**src/rtl/fp_class_pipe.sv**
```systemverilog
// Multi-lane IEEE-754 operand classifier behind a valid/ready pipeline.
// Sticky exception flags and saturating NaN/Inf counters are updated from delivered beats.
module fp_class_pipe #(
    parameter int SIGN_W      = 1,
    parameter int EXPO_W      = 8,
    parameter int MANT_W      = 23,
    parameter int LANES       = 4,
    parameter int PIPE_STAGES = 2,
    parameter int CNT_W       = 16
) (
    input  logic                                   clk,
    input  logic                                   rst,
    input  logic                                   in_valid,
    output logic                                   in_ready,
    input  logic [LANES*(SIGN_W+EXPO_W+MANT_W)-1:0] in_data,
    input  logic [LANES-1:0]                       in_lane_mask,
    output logic                                   out_valid,
    input  logic                                   out_ready,
    output logic [LANES*6-1:0]                     out_class,
    output logic [LANES-1:0]                       out_sign,
    output logic [LANES-1:0]                       out_max_expo,
    output logic                                   sticky_nan,
    output logic                                   sticky_snan,
    output logic                                   sticky_inf,
    output logic [CNT_W-1:0]                       nan_cnt,
    output logic [CNT_W-1:0]                       inf_cnt,
    input  logic                                   stat_clr
);

    localparam int FP_W  = SIGN_W + EXPO_W + MANT_W;
    localparam int LAST  = PIPE_STAGES - 1;
    localparam int PC_W  = $clog2(LANES + 1);
    localparam int SUM_W = CNT_W + PC_W;
    localparam logic [CNT_W-1:0] CNT_MAX = '1;

    // Handshake: a beat moves across a boundary on a cycle where valid and ready are
    // both high; a producer holding valid keeps its payload unchanged until ready.

    // Classification of the incoming beat
    logic [LANES*6-1:0] cls_d;
    logic [LANES-1:0]   sign_d;
    logic [LANES-1:0]   maxe_d;

    always_comb begin
        logic [FP_W-1:0]   lane;
        logic [EXPO_W-1:0] expo;
        logic [MANT_W-1:0] mant;
        logic [5:0]        c;
        cls_d  = '0;
        sign_d = '0;
        maxe_d = '0;
        lane   = '0;
        expo   = '0;
        mant   = '0;
        c      = '0;
        for (int k = 0; k < LANES; k++) begin
            lane = in_data[k*FP_W +: FP_W];
            expo = lane[MANT_W +: EXPO_W];
            mant = lane[MANT_W-1:0];
            c    = 6'b000000;
            if (in_lane_mask[k]) begin
                if (expo == '0)
                    c = (mant == '0) ? 6'b000001 : 6'b000010;
                else if (&expo) begin
                    if (mant == '0)
                        c = 6'b001000;
                    else if (mant[MANT_W-1])
                        c = 6'b010000;
                    else
                        c = 6'b100000;
                end else
                    c = 6'b000100;
                sign_d[k] = lane[FP_W-1];
                maxe_d[k] = &expo;
            end
            cls_d[k*6 +: 6] = c;
        end
    end

    // Pipeline stages
    logic [PIPE_STAGES-1:0] vld;
    logic [PIPE_STAGES-1:0] adv;
    logic [LANES*6-1:0]     cls_q  [PIPE_STAGES];
    logic [LANES-1:0]       sign_q [PIPE_STAGES];
    logic [LANES-1:0]       maxe_q [PIPE_STAGES];
    logic                   accept;

    always_comb begin
        adv       = '0;
        adv[LAST] = vld[LAST] & out_ready;
        for (int k = LAST - 1; k >= 0; k--)
            adv[k] = vld[k] & (~vld[k+1] | adv[k+1]);
    end

    assign in_ready = ~vld[0] | adv[0];
    assign accept   = in_valid & in_ready;

    always_ff @(posedge clk or posedge rst) begin
        if (rst) begin
            vld <= '0;
            for (int k = 0; k < PIPE_STAGES; k++) begin
                cls_q[k]  <= '0;
                sign_q[k] <= '0;
                maxe_q[k] <= '0;
            end
        end else begin
            vld[0] <= accept | (vld[0] & ~adv[0]);
            if (accept) begin
                cls_q[0]  <= cls_d;
                sign_q[0] <= sign_d;
                maxe_q[0] <= maxe_d;
            end
            for (int k = 1; k < PIPE_STAGES; k++) begin
                vld[k] <= adv[k-1] | (vld[k] & ~adv[k]);
                if (adv[k-1]) begin
                    cls_q[k]  <= cls_q[k-1];
                    sign_q[k] <= sign_q[k-1];
                    maxe_q[k] <= maxe_q[k-1];
                end
            end
        end
    end

    assign out_valid    = vld[LAST];
    assign out_class    = cls_q[LAST];
    assign out_sign     = sign_q[LAST];
    assign out_max_expo = maxe_q[LAST];

    // Statistics from the beat leaving the last stage
    logic             out_hs;
    logic [PC_W-1:0]  nan_pop;
    logic [PC_W-1:0]  inf_pop;
    logic             any_nan;
    logic             any_snan;
    logic             any_inf;
    logic [SUM_W-1:0] nan_sum;
    logic [SUM_W-1:0] inf_sum;
    logic [CNT_W-1:0] nan_next;
    logic [CNT_W-1:0] inf_next;

    assign out_hs = vld[LAST] & out_ready;

    always_comb begin
        nan_pop  = '0;
        inf_pop  = '0;
        any_nan  = 1'b0;
        any_snan = 1'b0;
        any_inf  = 1'b0;
        for (int k = 0; k < LANES; k++) begin
            nan_pop  = nan_pop + PC_W'(out_class[k*6+4] | out_class[k*6+5]);
            inf_pop  = inf_pop + PC_W'(out_class[k*6+3]);
            any_nan  = any_nan | out_class[k*6+4] | out_class[k*6+5];
            any_snan = any_snan | out_class[k*6+5];
            any_inf  = any_inf | out_class[k*6+3];
        end
        nan_sum  = SUM_W'(nan_cnt) + SUM_W'(nan_pop);
        inf_sum  = SUM_W'(inf_cnt) + SUM_W'(inf_pop);
        nan_next = (nan_sum > SUM_W'(CNT_MAX)) ? CNT_MAX : nan_sum[CNT_W-1:0];
        inf_next = (inf_sum > SUM_W'(CNT_MAX)) ? CNT_MAX : inf_sum[CNT_W-1:0];
    end

    // A clear wins over a coincident delivery; that beat's events are simply not counted.
    always_ff @(posedge clk or posedge rst) begin
        if (rst) begin
            sticky_nan  <= 1'b0;
            sticky_snan <= 1'b0;
            sticky_inf  <= 1'b0;
            nan_cnt     <= '0;
            inf_cnt     <= '0;
        end else if (stat_clr) begin
            sticky_nan  <= 1'b0;
            sticky_snan <= 1'b0;
            sticky_inf  <= 1'b0;
            nan_cnt     <= '0;
            inf_cnt     <= '0;
        end else if (out_hs) begin
            sticky_nan  <= sticky_nan | any_nan;
            sticky_snan <= sticky_snan | any_snan;
            sticky_inf  <= sticky_inf | any_inf;
            nan_cnt     <= nan_next;
            inf_cnt     <= inf_next;
        end
    end

endmodule

```
**config.mk**
```make
export PLATFORM = sky130hd
export DESIGN_NAME = fp_class_pipe
export DESIGN_NICKNAME = d
export VERILOG_FILES = /design/src/rtl/fp_class_pipe.sv
export SDC_FILE = /design/constraint.sdc
export NUM_CORES = 1
export LEC_CHECK = 0
export BUFFER_PORTS_ARGS = -buffer_cell sky130_fd_sc_hd__buf_2
export CORE_MARGIN = 4
export CORE_UTILIZATION = 49
export CTS_BUF_LIST = sky130_fd_sc_hd__clkbuf_16
export CTS_CLUSTER_DIAMETER = 40
export CTS_CLUSTER_SIZE = 16
export DETAILED_ROUTE_END_ITERATION = 12
export GPL_ROUTABILITY_DRIVEN = 0
export GPL_TIMING_DRIVEN = 0
export MAX_ROUTING_LAYER = met4
export PLACE_DENSITY = 0.81
export RECOVER_POWER = 100
export SLEW_MARGIN = 10
export SYNTH_ARGS = -nofsm -noshare
export SYNTH_HDL_FRONTEND = slang
export SYNTH_SLANG_ARGS = --single-unit
```
**constraint.sdc**
```tcl
create_clock -name clk -period 4 [get_ports clk]
set_input_delay 0.6 -clock clk [delete_from_list [all_inputs] [get_ports clk]]
set_output_delay 0.6 -clock clk [all_outputs]
set_load 0.02 [all_outputs]
```
# After elaboration in Yosys (flattened, before gate mapping)
# Cells that the tools add are included.
[totals]
regBits = 101
input_bits = 137
output_inout_bits = 69
word_cells = 112
[op_classes]
addsub = 8
n_lt_le_gt_ge = 2
n_mux = 44
bitwise = 33
n_reduce_logical = 13
[op_table]
columns = ["op", "count"]
rows = [
  ["2-to-1 mux 6 bit", 20],
  ["2-to-1 mux 16 bit", 6],
  ["logical NOT 23 bit", 4],
  ["adder 16 x 3 -> 17 bit", 2],
  ["> comparator 17 x 16 -> 1 bit, second input constant", 2],
  ["logical NOT 8 bit", 4],
  ["AND reduction 8 bit", 4],
  ["bitwise OR 1 bit", 24],
  ["2-to-1 mux 1 bit", 14],
  ["2-to-1 mux 2 bit", 4],
  ["adder 2 x 1 -> 3 bit", 2],
  ["adder 3 x 1 -> 3 bit", 2],
  ["AND 1 bit", 5],
  ["adder 1 x 1 -> 2 bit", 2],
  ["inverter 1 bit", 4],
  ["nonzero test 2 bit", 1],
]

# Depth between registers and ports, before layout
[logic_depth]
ltp_word = 10
ltp_mapped = 10
depth_no_buf = 10

# Worst setup path after synthesis
# OpenSTA, ideal clock, no wires.
[synth_path]
kind = "flip-flop to flip-flop"
start = "register nan_cnt[0]"
end = "register nan_cnt[3]"
setup_time_ns = 0.142
t_arrival_ns = 2.645
slack_ns = 1.213
stages_incl_launch_ff = 11
period_less_slack_ns = 2.787
cell_sequence = "dfrtp_1 inv_1 fa_1 inv_1 fa_1 fa_1 nand2_1 nor2_1 and4_1 nor4_1 a2111oi_0"
[synth_via]
elab_chain_cells = 5
[synth_rtl]
columns = ["element", "line_no", "rtl"]
rows = [
  ["from (decl)", "25", "output logic [CNT_W-1:0] nan_cnt,"],
  ["from (signal assigned)", "180", "nan_cnt <= nan_next;"],
  ["adder 16 x 3 -> 17 bit (*)", "156", "nan_sum = SUM_W'(nan_cnt) + SUM_W'(nan_pop);"],
  ["> comparator 17 x 16 -> 1 bit", "158", "nan_next = (nan_sum > SUM_W'(CNT_MAX)) ? CNT_MAX : nan_sum[CNT_W-1:0];"],
  ["2-to-1 mux 16 bit (*)", "158", ""],
  ["2-to-1 mux 16 bit (*)", "176", "end else if (out_hs) begin"],
  ["2-to-1 mux 16 bit (*)", "170", "end else if (stat_clr) begin"],
]
# Mark *: on every way between the ends. The rest lies on a longest branch, timed or not. The select of a mux whose other input is x is not followed.
# A chain may end at the register's enable or synchronous reset.

# Worst setup path in the final report
[layout_path]
start = "register nan_cnt[0]"
end = "register nan_cnt[10]"
# The elaborated chain is that of the path after synthesis.

==> impl_results.md <==
- Max-cap viol count: 2
- Largest net degree at the start of global routing: 67
- #FFs+latches synth: 101
- Layout Area Growth over Synthesis: 26.53%
- M1 GR Usage: 28.68%
- GR Util met2: between 40% and 50%
- CTS clock-pin slew for the worst setup and hold paths: 0.07 ns
- # diodes: 0
- Netlist cell types: 54
- Worst hold stages: 2
- Hold/Removal Path Class: reg2reg
- VDD IR max: 0.2521 mV
- Tmin final: 3.038 ns
- Max Root-Sink Buffers: 2
- Comb pwr share: 13.1%
- Most common cell after layout, fill and taps aside: buf_2
- Most frequent cells in the layout: buf_2, dfrtp_1, clkbuf_1, nand2_1, nor2_1
- CP Max Fanout: 8
- Crit share post-route: 75.94%
- Sink Count: 101
- Initial Util: 51.26%
- RSZ-0062 raised after global routing: false
- DP Worst Slack: just over 1 ns
- Power Density: 333.3 nW/um2
- Number of DRC markers in iteration 0: 290
- Status: finished, violations left
- Routed vias: between 4000 and 5000
- Internal Power: ~1.6 mW
- Setup crit end kind: register
- Tot GR Track Use: between 20% and 30%
- Post-CTS Repair Setup Buffers: 0
- Required time of the critical path: around 4.2 ns
- GR Overflow Total: 0
- Sequential Power Share: 50.0%
- Final setup viols: 0
- First-pass GRT wire length: 22.27 mm
- Number of synthesized flops with an enable pin: 0
- FFs w/ async S/R, synth: 100.0%
- Global route hottest layer: met2
- Drt drc: 0
- DIE AREA: 12110 um2
- Post-synth net total: 637
- Data arrival, critical path: 3.24 ns
- Cells on worst reg2reg path: 10
- Die height: about 110 um
- Core box area: 9955 um2
- Layout cell share with drive strength beyond 1: 29.49%
- Fin nets: 853
- DRT antenna net count: 0
- Rows: 36
- Worst Slack Setup Final: 0.9623 ns
- Die Width: 110.0 um
- Final Power: 2.152 mW
- Met3 Resource Use GR: 4.834%
- Mapped cell area: 5102 um2
- Skew final: 0.01138 ns
- H-tree depth: 3
- Setup TNS: 0 ns
- Sw Share: about a quarter
- Vias in the first global route: 4820
- Yosys warns: 0
- Leakage power: 3.125 nW
- I/O pin count: 206
- Hold buffers post-CTS: 0
- Mapped Cells: 491
- WL final: 14.28 mm
- Number of vias per cell: 5.618
- Final Hold Fails: 0
- Synth Flop Type: dfrtp_1
- Sw Pwr: approximately 0.56 mW
- Initial antenna violation count: 0
- CP Class: reg2reg
- Fmax: ~0.33 GHz
- Startpoint Class: register
- Initial DRT Pass Iterations: 6
- Max-slew violations: 104
- Post-CTS Resized: 0
- TritonCTS clock tree: yes
- Root Buffer: clkbuf_16
- Clock power frac: 36.9%
- Clock Latency Late Sink: 0.34 ns
- Clock buffer count from CTS: 9
- WHS: 0.4678 ns
- IO buf count: 204
- Worst slew pin tran: 1.622 ns
- Sequential share of the synthesized area: 49.53%
- Routed length per instance: around 17 um
- Failing checks: capacitance limit, slew limit
- Final core occ: 64.86%
- Max_slew headroom: -8.744%
- Final HPWL DP: around 11 mm
- Avg Cell Area, Syn: 10.39 um2
## critical path, stage by stage, from the launching register on
cell	delay [ns]
dfrtp_1	0.39
inv_1	0.10
fa_1	0.54
inv_1	0.05
fa_1	0.46
fa_1	0.43
nand2_1	0.16
nor2_1	0.10
nand4_1	0.30
and2_0	0.25
a311oi_1	0.11
## state kept, by name, indices dropped and copies added, names as in the netlist
name,cells
cls_q,24
inf_cnt,16
maxe_q,4
nan_cnt,16
out_class,24
out_max_expo,4
out_sign,4
sign_q,4
sticky_inf,1
sticky_nan,1
sticky_snan,1
vld,2
## cell families (layout without fill, tap and decap cells)
kind of cell	Yosys count	in the layout	synth area share (%)
buffers and inverters	64	285	7.209
and+or+nand+nor	205	205	21.38
AOI/OAI and AO/OA	78	78	11.33
DFF	101	101	49.53
muxes	34	34	7.455
adders and majority gates	9	9	3.090
## Yosys cell counts, drive strengths merged, types with 2 or more instances
| master | count | area (um2) |
|---|---|---|
| a211oi | 4 | 30.03 |
| a21o | 2 | 15.01 |
| a21oi | 14 | 70.07 |
| a22o | 13 | 113.9 |
| a311oi | 7 | 67.56 |
| a31oi | 10 | 62.56 |
| a32o | 2 | 20.02 |
| a41oi | 2 | 17.52 |
| and2 | 5 | 31.28 |
| and3 | 11 | 68.82 |
| and4 | 6 | 55.05 |
| buf | 37 | 266.5 |
| clkbuf | 11 | 41.29 |
| dfrtp | 101 | 2527 |
| fa | 6 | 120.1 |
| ha | 3 | 37.54 |
| inv | 16 | 60.06 |
| mux2 | 32 | 360.4 |
| mux2i | 2 | 20.02 |
| nand2 | 39 | 146.4 |
| nand2b | 5 | 31.28 |
| nand3 | 20 | 112.6 |
| nand4 | 16 | 100.1 |
| nor2 | 36 | 135.1 |
| nor3 | 25 | 130.1 |
| nor3b | 2 | 20.02 |
| nor4 | 31 | 193.9 |
| o21a | 2 | 15.01 |
| o21ai | 5 | 25.02 |
| o21ba | 2 | 20.02 |
| o21bai | 4 | 30.03 |
| o31ai | 4 | 30.03 |
| o41ai | 3 | 26.28 |
| or2 | 2 | 12.51 |
| or4 | 2 | 15.01 |
## layout make-up
| cell class | count | area, um2 |
|---|---|---|
| fill | 891 | 3498 |
| tap | 133 | 166.4 |
| multi-input combinational | 326 | 2196 |
| sequential | 101 | 2527 |
| timing repair buffer | 205 | 938.4 |
| clock buffer | 9 | 225.2 |
| inverter | 16 | 61.31 |
| clock inverter | 7 | 41.29 |
| buffer | 48 | 300.3 |
## power groups by stage
stage | combinational, mW | clock, mW | sequential (mW)
after floorplan | 0.155 | 0 | 1.09
after global placement | 0.281 | 0 | 1.09
after detailed placement | 0.294 | 0 | 1.10
after CTS | 0.296 | 0.810 | 1.08
after global routing | 0.310 | 0.852 | 1.08
final | 0.281 | 0.795 | 1.08
## routing by layer
layer | share of wire (%) | vias up | wire length [um]
li1 | - | 2217 | -
met1 | 39 | 2283 | 5524
met2 | 52 | 221 | 7384
met3 | 8.0 | 26 | 1147
met4 | 1.5 | 0 | 218
met5 | 0 | - | 0
## worst paths after layout
check	start	endpoint	slack, ns
min	cls_q[26]$_DFFE_PP0P_	cls_q[26]$_DFFE_PP0P_	0.47
max	nan_cnt[0]$_DFFE_PP0P_	nan_cnt[10]$_DFFE_PP0P_	0.96
max reg2reg	nan_cnt[0]$_DFFE_PP0P_	nan_cnt[10]$_DFFE_PP0P_	0.96
max in group asynchronous	rst	out_max_expo[0]$_DFFE_PP0P_	1.20
min reg2reg	cls_q[26]$_DFFE_PP0P_	cls_q[26]$_DFFE_PP0P_	0.47
min in group asynchronous	rst	nan_cnt[5]$_DFFE_PP0P_	0.63
## through the flow
stage,cell area [um2],instances
floorplan,5102,491
global placement,6290,828
detailed placement,6320,829
CTS,6586,845
global route,6456,845
finish,6456,845
No activity file was read; power rests on OpenSTA's default activity.
